--- config.mk ---
export PLATFORM = sky130hd
export DESIGN_NAME = plic_gateway_flat
export DESIGN_NICKNAME = d
export VERILOG_FILES = /design/src/rtl/plic_gateway_if.sv /design/src/rtl/plic_gateway.sv /design/src/flat_wrapper.sv
export SDC_FILE = /design/constraint.sdc
export NUM_CORES = 1
export LEC_CHECK = 0
export BUFFER_PORTS_ARGS = -buffer_cell sky130_fd_sc_hd__buf_2
export CAP_MARGIN = 20
export CORE_AREA = 2 2 93 95
export CTS_CLUSTER_SIZE = 10
export DETAILED_ROUTE_END_ITERATION = 7
export DIE_AREA = 0 0 95 97
export GPL_ROUTABILITY_DRIVEN = 0
export PLACE_DENSITY = 0.81
export SLEW_MARGIN = 30
export SYNTH_ARGS = -nofsm -noshare
export SYNTH_HDL_FRONTEND = slang
export SYNTH_SLANG_ARGS = --single-unit
--- constraint.sdc ---
create_clock -name clk -period 1.8 [get_ports clk]
set_input_delay 0.09 -clock clk [delete_from_list [all_inputs] [get_ports clk]]
set_output_delay 0.09 -clock clk [all_outputs]
set_load 0.05 [all_outputs]
--- src/rtl/plic_gateway_if.sv ---
// Interrupt-side and target-side signals of the PLIC gateway bundled as one port.
// master = the side driving interrupts and claim/complete; slave = the gateway.
interface plic_gateway_if #(
    parameter int NUM_SRC = 8,
    parameter int ID_W    = 4
);
    logic [NUM_SRC-1:0] src_irq;
    logic [NUM_SRC-1:0] src_mode;
    logic               claim_vld;
    logic [ID_W-1:0]    claim_id;
    logic               cmpl_vld;
    logic [ID_W-1:0]    cmpl_id;
    logic [NUM_SRC-1:0] gate;
    logic [NUM_SRC-1:0] inflight;
    logic [NUM_SRC-1:0] ovf;

    modport master (
        output src_irq, src_mode, claim_vld, claim_id, cmpl_vld, cmpl_id,
        input  gate, inflight, ovf
    );

    modport slave (
        input  src_irq, src_mode, claim_vld, claim_id, cmpl_vld, cmpl_id,
        output gate, inflight, ovf
    );
endinterface

--- src/rtl/plic_gateway.sv ---
// PLIC interrupt gateway: one IDLE/REQ/BUSY FSM per source, with an edge
// counter so rising edges arriving while a request is outstanding are replayed.
module plic_gw_src #(
    parameter int SRC_ID = 1,
    parameter int ID_W   = 4,
    parameter int CNT_W  = 3
) (
    input  logic            clk,
    input  logic            rst,
    input  logic            irq,
    input  logic            mode,
    input  logic            claim_vld,
    input  logic [ID_W-1:0] claim_id,
    input  logic            cmpl_vld,
    input  logic [ID_W-1:0] cmpl_id,
    output logic            gate,
    output logic            inflight,
    output logic            ovf
);
    typedef enum logic [1:0] {
        S_IDLE = 2'b00,
        S_REQ  = 2'b01,
        S_BUSY = 2'b10
    } state_t;

    localparam logic [CNT_W-1:0] CNT_MAX = '1;
    localparam logic [ID_W-1:0]  MY_ID   = ID_W'(SRC_ID);

    state_t           state;
    logic [CNT_W-1:0] cnt;
    logic             src_d;
    logic             edge_now;
    logic             claim_hit;
    logic             cmpl_hit;

    assign edge_now  = irq & ~src_d;
    assign claim_hit = claim_vld && (claim_id == MY_ID);
    assign cmpl_hit  = cmpl_vld && (cmpl_id == MY_ID);

    always_ff @(posedge clk or posedge rst) begin
        if (rst) begin
            state    <= S_IDLE;
            cnt      <= '0;
            src_d    <= 1'b0;
            gate     <= 1'b0;
            inflight <= 1'b0;
            ovf      <= 1'b0;
        end else begin
            src_d <= irq;
            ovf   <= 1'b0;
            // Edges seen while a request is outstanding are banked for replay.
            if (mode && edge_now && state != S_IDLE) begin
                if (cnt == CNT_MAX) ovf <= 1'b1;
                else                cnt <= cnt + 1'b1;
            end
            case (state)
                S_IDLE: begin
                    if (mode ? (edge_now || cnt != '0) : irq) begin
                        state <= S_REQ;
                        gate  <= 1'b1;
                        if (mode && !edge_now) cnt <= cnt - 1'b1;
                    end
                end
                S_REQ: begin
                    if (claim_hit) begin
                        state    <= S_BUSY;
                        gate     <= 1'b0;
                        inflight <= 1'b1;
                    end
                end
                S_BUSY: begin
                    if (cmpl_hit) begin
                        state    <= S_IDLE;
                        inflight <= 1'b0;
                    end
                end
                default: begin
                    state    <= S_IDLE;
                    gate     <= 1'b0;
                    inflight <= 1'b0;
                end
            endcase
        end
    end
endmodule

module plic_gateway #(
    parameter int NUM_SRC = 8,
    parameter int ID_W    = 4,
    parameter int CNT_W   = 3
) (
    input  logic          clk,
    input  logic          rst,
    plic_gateway_if.slave bus
);
    logic [NUM_SRC-1:0] gate_w;
    logic [NUM_SRC-1:0] inflight_w;
    logic [NUM_SRC-1:0] ovf_w;

    // Source IDs start at 1; ID 0 and IDs above NUM_SRC match no instance.
    for (genvar i = 0; i < NUM_SRC; i++) begin : g_src
        plic_gw_src #(
            .SRC_ID (i + 1),
            .ID_W   (ID_W),
            .CNT_W  (CNT_W)
        ) u_src (
            .clk       (clk),
            .rst       (rst),
            .irq       (bus.src_irq[i]),
            .mode      (bus.src_mode[i]),
            .claim_vld (bus.claim_vld),
            .claim_id  (bus.claim_id),
            .cmpl_vld  (bus.cmpl_vld),
            .cmpl_id   (bus.cmpl_id),
            .gate      (gate_w[i]),
            .inflight  (inflight_w[i]),
            .ovf       (ovf_w[i])
        );
    end

    assign bus.gate     = gate_w;
    assign bus.inflight = inflight_w;
    assign bus.ovf      = ovf_w;
endmodule

--- src/flat_wrapper.sv ---
// flat-port wrapper written by rule: the top's interface ports become plain ports
module plic_gateway_flat 
#(
    parameter int NUM_SRC = 8,
    parameter int ID_W    = 4,
    parameter int CNT_W   = 3
)
  (clk, rst, bus_src_irq, bus_src_mode, bus_claim_vld, bus_claim_id, bus_cmpl_vld, bus_cmpl_id, bus_gate, bus_inflight, bus_ovf);
  plic_gateway_if #(.NUM_SRC(NUM_SRC), .ID_W(ID_W)) bus_i ();
  input  logic clk;
  input  logic rst;
  input wire logic [$bits(bus_i.src_irq)-1:0] bus_src_irq;
  input wire logic [$bits(bus_i.src_mode)-1:0] bus_src_mode;
  input wire logic [$bits(bus_i.claim_vld)-1:0] bus_claim_vld;
  input wire logic [$bits(bus_i.claim_id)-1:0] bus_claim_id;
  input wire logic [$bits(bus_i.cmpl_vld)-1:0] bus_cmpl_vld;
  input wire logic [$bits(bus_i.cmpl_id)-1:0] bus_cmpl_id;
  output wire logic [$bits(bus_i.gate)-1:0] bus_gate;
  output wire logic [$bits(bus_i.inflight)-1:0] bus_inflight;
  output wire logic [$bits(bus_i.ovf)-1:0] bus_ovf;
  assign bus_i.src_irq = bus_src_irq;
  assign bus_i.src_mode = bus_src_mode;
  assign bus_i.claim_vld = bus_claim_vld;
  assign bus_i.claim_id = bus_claim_id;
  assign bus_i.cmpl_vld = bus_cmpl_vld;
  assign bus_i.cmpl_id = bus_cmpl_id;
  assign bus_gate = bus_i.gate;
  assign bus_inflight = bus_i.inflight;
  assign bus_ovf = bus_i.ovf;
  plic_gateway #(.NUM_SRC(NUM_SRC), .ID_W(ID_W), .CNT_W(CNT_W)) u_core (.clk(clk), .rst(rst), .bus(bus_i));
endmodule
==> results of run 1 <==
-- worst min-delay path by stage --
stage	slack [ns]	to	depth (start not counted)	start
2_1_floorplan	0.12	u_core.g_src[0].u_src.src_d	0	bus_src_irq[0]
3_3_place_gp	0.23	u_core.g_src[6].u_src.src_d	3	rst
3_5_place_dp	0.23	u_core.g_src[3].u_src.src_d	1	bus_src_irq[3]
4_1_cts	0.04	u_core.g_src[3].u_src.ovf	2	bus_src_mode[3]
5_1_grt	0.05	u_core.g_src[3].u_src.ovf	2	bus_src_mode[3]
6_report	0.06	u_core.g_src[3].u_src.ovf	2	bus_src_mode[3]
-- report_power, final --
part	switching (W)	total, W	internal [W]
clock network	0.000595	0.00139	0.000791
logic	0.00136	0.00218	0.000821
registers	0.000370	0.00241	0.00204
total	0.00233	0.00598	0.00365
-- synthesized netlist by cell type (4+ instances only) --
cell	instances	area share
o21ai_0	5	0.0063
a22oi_1	6	0.011
ha_1	24	0.075
and2_1	5	0.0079
a31oi_1	15	0.024
nand2_1	39	0.037
nor3_1	6	0.0075
mux2_2	7	0.020
nand2b_1	14	0.022
nor2_1	27	0.025
dfrtp_1	72	0.45
o31a_1	4	0.0088
nor3b_1	4	0.0075
o2bb2ai_1	5	0.011
nand4_1	4	0.0063
nor2b_1	11	0.017
a211oi_1	16	0.030
xnor2_1	8	0.018
a2bb2oi_1	6	0.013
buf_4	24	0.045
and4_1	10	0.022
a21oi_1	11	0.014
mux2i_1	7	0.018
inv_1	29	0.027
-- kinds of logic (layout without fill, tap and decap cells) --
family | after synthesis | count (layout) | share of synthesized area
fa+ha+maj | 24 | 24 | 0.0754
compound gates | 78 | 78 | 0.139
xor+xnor | 8 | 8 | 0.0176
mux | 14 | 14 | 0.0374
flops | 72 | 72 | 0.453
simple gates | 140 | 140 | 0.202
buf+inv | 54 | 108 | 0.0754
-- state kept, by name (all words and copies together) (netlist names) --
register / count
u_core.g_src.u_src.ovf: 8
u_core.g_src.u_src.cnt: 24
u_core.g_src.u_src.gate: 8
u_core.g_src.u_src.src_d: 8
u_core.g_src.u_src.inflight: 8
u_core.g_src.u_src.state: 16
-- cell type report --
class	count	share of cell area
Timing Repair Buffer	63	0.0816
Clock buffer	14	0.0405
Multi-Input combinational cell	264	0.416
Clock inverter	2	0.00777
Inverter	29	0.0250
Sequential cell	72	0.400
Tap cell	105	0.0291
-- through the flow --
stage          area [sq um]  instances  power [W]
2_1_floorplan          3980        390    0.00426
3_3_place_gp           4200        524    0.00446
3_5_place_dp           4200        524    0.00461
4_1_cts                4510        549    0.00603
5_1_grt                4510        549    0.00640
6_report               4510        549    0.00598
-- per-layer routing --
layer | routed length (um) | share of wire
met2 | 3690 | 0.48
met4 | 197 | 0.026
met3 | 319 | 0.041
met1 | 3510 | 0.46
met5 | 0 | 0
-- what timing repair did --
action,4_1_cts,5_1_grt
hold buffers,9,0
endpoints found under the hold margin,80,0
resized for setup,0,0
==> impl_results.md, run 1 <==
- Syn Std Cell Area: 0.00398 sq mm
- Final WL: 7720 um
- Chip Width: 95 um
- WL/cell: 14.1 um
- CTS Buf Count: 9
- Clock sinks: 72
- Iter 0 DRT Violations: 201
- Register Area: 0.00180 sq mm
- Slew Limit Fails: 0
- GRT Overall Usage: 0.185
- Cells after Synth: 390
- Min Tclk post-route: 1.53 ns
- PD cells: 1330 mW/mm^2
- Synthesized flop and latch total: 72
- CTS tree: built
- Initial antenna violation count: 0
- Min setup slack post-route: 0.271 ns
- Htree depth: 3
- Global routing's busiest layer: met2
- Worst EP arrival: 1.82 ns
- Fmax: 654 MHz
- Vias in the first global route: 2,957
- Share of cells above drive strength 1: 0.196
- Leakage: 2.18 nW
- HPWL Detailed: 5720 um
- Slew margin rel.: 0.659
- Max cap viols: 0
- Synth-to-Final Area Change: 13.3%
- CP endpoint: u_core.g_src[2].u_src.cnt[1]
- Vias per inst: 5.40
- Clk_lat worst skew: 0.35 ns
- Layout Utilization: 0.554
- Die Area: 0.00922 sq mm
- Ports: 52
- Clock Tree Buf Depth: 2
- Worst reg2reg path depth: 6
- Worst setup SP type: flip-flop
- Post-route ant nets: 0
- Reg clk slew, reported paths: 0.08 ns
- CP most frequent cell: nor2b_1
- Row cnt: 33
- Worst slew pin tran: 0.511 ns
- Clk_skew: 0.00460 ns
- CP Cell Sequence: inv_1 -> ha_1 -> nor2b_1 -> nor4b_4 -> nor2b_1 -> o31a_1
- Drt pass-1 iters: 5
- Peak VDD IR: 0.668 mV
- Met3 usage: 0.0413
- Yosys Warn Count: 0
- Number of synthesized flops with an enable pin: 0
- Crit path depth: 6
- Asr flop ratio synth: 1.00
- # diodes: 0
- Kind of cell adding the most delay to the critical path: simple AND/OR/NAND/NOR gates
- Post-synthesis sequential area ratio: 0.453
- Launch point of the worst reg-to-reg path: u_core.g_src[2].u_src.cnt[0]
- Max FO, Critical Path: 5
- GRT overflow: 0
- RSZ-0062 raised after global routing: false
- R2r setup slk: 0.27 ns
- Final nets: 491
- Total negative setup slack: 0 ns
- Post-synth cell types: 46
- Initial Util: 0.489
- Most frequent cells in the layout: 72 x dfrtp_1, 51 x buf_2, 39 x nand2_1
- Met2 layer usage reported by global route: 0.298
- Status: complete, no violations
- IO Port Bufs: 51
- Largest net degree at the start of global routing: 41
- Average cell area after synthesis: 10.2 sq um
- CP max stage cell: dfrtp_1
- Post-route DRC: 0
- Critical path capture point type: flip-flop
- Die H: 97 um
- Fin crit share: 0.850
- Crit path buf inv count: 1
- Worst path max stage delay: 0.40 ns
- Critical path origin: u_core.g_src[2].u_src.cnt[0]
- Critical path required time: 2.09 ns
- Setup repair bufs after CTS: 0
- Setup Viol. Count Final: 0
- Core area: 0.00813 sq mm
- Syn Nets: 442
- Most common cell after layout, fill and taps aside: dfrtp_1
- Hold WS: 0.0600 ns
- Clock Tree Root: clkbuf_8
- Final Hold Viols: 0
- CP Class: flip-flop to flip-flop
- Synth Flop Type: dfrtp_1
- Filler instances: 709
- Hold crit path type: input pin to flip-flop
- Area of the multi-input gates: 0.00188 sq mm
- Post-Place Setup Slack: 0.283 ns
- Met1 Resource Use GR: 0.233
- Via count: 2,964
- RR Endpoint: u_core.g_src[2].u_src.cnt[1]
- First-pass GRT wire length: 13,300 um
Power figures use the tool's default switching activity.
==> inputs of run 2 (changes only) <==
==> constraint.sdc (replaced) <==
create_clock -name clk -period 1.4 [get_ports clk]
set_input_delay 0.07 -clock clk [delete_from_list [all_inputs] [get_ports clk]]
set_output_delay 0.07 -clock clk [all_outputs]
set_load 0.05 [all_outputs]
==> impl_results.md, run 2 (same netlist as run 1, synthesis figures left out) <==
- Die Area: 0.00922 sq mm (unchanged)
- Number of flip-flops in the largest register: 24 (unchanged)
- Launch point of the worst reg-to-reg path: u_core.g_src[2].u_src.state[0]
- Min Tclk post-route: 1.47 ns (-0.0567 ns)
- CTS tree: built
- Setup Viol. Count Final: 3 (+3)
- Min setup slack post-route: -0.0727 ns (-0.343 ns)
- Hold WS: 0.0518 ns (-0.00818 ns)
- Crit path depth: 4 (-2)
- Ports: 52 (unchanged)
- Fin crit share: 1.05 (+0.202)
- Max FO, Critical Path: 5 (unchanged)
- Iter 0 DRT Violations: 137 (-32%)
- Worst setup SP type: flip-flop
- Critical path required time: 1.66 ns (-0.43 ns)
- Core area: 0.00813 sq mm (unchanged)
- Clk_skew: 0.0115 ns (+0.00692 ns)
- Final nets: 529 (+7.7%)
- Hold crit path type: input pin to flip-flop
- Fmax: 679 MHz (+3.9%)
- Post-route ant nets: 0 (unchanged)
- Violated checks: setup timing
- Critical path capture point type: flip-flop
- Worst slew pin tran: 0.382 ns (-0.130 ns)
- Htree depth: 3 (unchanged)
- Peak VDD IR: 0.952 mV (+43%)
- Final WL: 8500 um (+10%)
- Slew margin rel.: 0.745 (+0.0864)
- Post-Place Setup Slack: -0.0638 ns (-0.347 ns)
- Share of cells above drive strength 1: 0.328 (+0.132)
- Row cnt: 33 (unchanged)
- CP Cell Sequence: nor2_1 -> nor4b_4 -> a211oi_2 -> a31oi_1
- CTS Buf Count: 9 (unchanged)
- Slew Limit Fails: 0 (unchanged)
- Vias in the first global route: 3,074 (+4.0%)
- Via count: 3,124 (+5.4%)
- Initial antenna violation count: 0 (unchanged)
- Largest net degree at the start of global routing: 73 (+78%)
- Clk_lat worst skew: 0.35 ns (about the same)
- Kind of cell adding the most delay to the critical path: simple AND/OR/NAND/NOR gates
- Initial Util: 0.489 (unchanged)
- HPWL Detailed: 5790 um (+1.3%)
- Chip Width: 95 um (unchanged)
- Crit path buf inv count: 0 (-1)
- Vias per inst: 5.32 (-1.4%)
- R2r setup slk: -0.07 ns (-0.34 ns)
- WL/cell: 14.5 um (+3.0%)
- Worst EP arrival: 1.73 ns (-0.09 ns)
- Clock Tree Root: clkbuf_8
- CP Class: flip-flop to flip-flop
- Worst hold stages: 2 (unchanged)
- GRT Overall Usage: 0.187 (+0.00230)
- Max cap viols: 0 (unchanged)
- # diodes: 0 (unchanged)
- First-pass GRT wire length: 13,600 um (+2.3%)
- Clock Tree Buf Depth: 2 (unchanged)
- Min-delay src: bus_src_mode[3]
- Die H: 97 um (unchanged)
- Most frequent cells in the layout: 72 x dfrtp_1, 51 x buf_2, 40 x buf_4
- GRT overflow: 0 (unchanged)
- PD cells: 1750 mW/mm^2 (+32%)
- Top reg by flops: u_core.g_src.u_src.cnt
- Hold Path Sink: u_core.g_src[3].u_src.ovf
- RSZ-0062 raised after global routing: true
- RR Endpoint: u_core.g_src[2].u_src.cnt[2]
- CP max stage cell: nor4b_4
- Clock sinks: 72 (unchanged)
- Leakage: 2.37 nW (+8.3%)
- Worst reg2reg path depth: 4 (-2)
- Final Hold Viols: 0 (unchanged)
- Critical path origin: u_core.g_src[2].u_src.state[0]
- Synth-to-Final Area Change: 23.9%
- Post-route DRC: 0 (unchanged)
- IO Port Bufs: 51 (unchanged)
- Status: finished with violations
- Biggest regs: u_core.g_src.u_src.cnt (24), u_core.g_src.u_src.state (16)
- Drt pass-1 iters: 4 (-1)
- Reg clk slew, reported paths: 0.08 ns (about the same)
- Worst path max stage delay: 0.40 ns (about the same)
- Most common cell after layout, fill and taps aside: dfrtp_1
run 2: changes by cell type in the layout (fill, tap and decap cells not counted), sizes merged:
cell,delta
buf,+38
clkbuf,-3
clkinvlp,+2
bufinv,+1
run 2: through the flow:
step                      power, W  cell area, sq um  setup TNS [ns]  instances  utilization
after floorplan            0.00548              3980               0        390            -
after global routing       0.00915              4930          -0.744        587        0.606
after CTS                  0.00823              4740         -0.0792        573        0.583
after global placement     0.00585              4300               0        536        0.529
after detailed placement   0.00606              4300          -0.351        536        0.529
final                      0.00861              4930          -0.150        587        0.606
run 2: layout make-up:
| class | instances | area (sq um) |
|---|---|---|
| clock buffers | 11 | 141 |
| clock inverters | 5 | 80.1 |
| fillers | 650 | 3200 |
| inverters | 29 | 113 |
| multi-input cells | 264 | 2000 |
| flip-flops and latches | 72 | 1800 |
| well taps | 105 | 131 |
| repair buffers | 101 | 666 |
run 2: timing repair:
item | 4_1_cts | 5_1_grt
hold endpoints to repair | 80 | 0
hold buffers | 9 | 0
gates resized for setup | 12 | 27
pin swaps | 2 | 19
endpoints found under the setup margin | 10 | 26
setup buffers | 12 | 14
run 2: power by group:
group | total (W) | internal (W) | switching (W)
Sequential | 0.00309 | 0.00262 | 0.000469
Combinational | 0.00368 | 0.00162 | 0.00206
Clock | 0.00183 | 0.00105 | 0.000781
run 2: routing by layer:
metal  up-vias  routed length, um  part of all wire  global-route usage
met2        61               4320              0.51               0.300
met3        14                316             0.037              0.0374
li1       1546                  -                 -                   -
met5         -                  0                 0                   0
met4         0                205             0.024               0.107
met1      1503               3660              0.43               0.232
run 2: how the worst max path moves through the flow:
stage                                        end  slack, ns
finish              u_core.g_src[2].u_src.cnt[2]      -0.07
floorplan           u_core.g_src[2].u_src.cnt[1]       0.03
detailed placement  u_core.g_src[2].u_src.cnt[1]      -0.06
CTS                 u_core.g_src[2].u_src.cnt[1]      -0.05
global route        u_core.g_src[2].u_src.cnt[1]      -0.14
global placement    u_core.g_src[2].u_src.cnt[1]      0.009
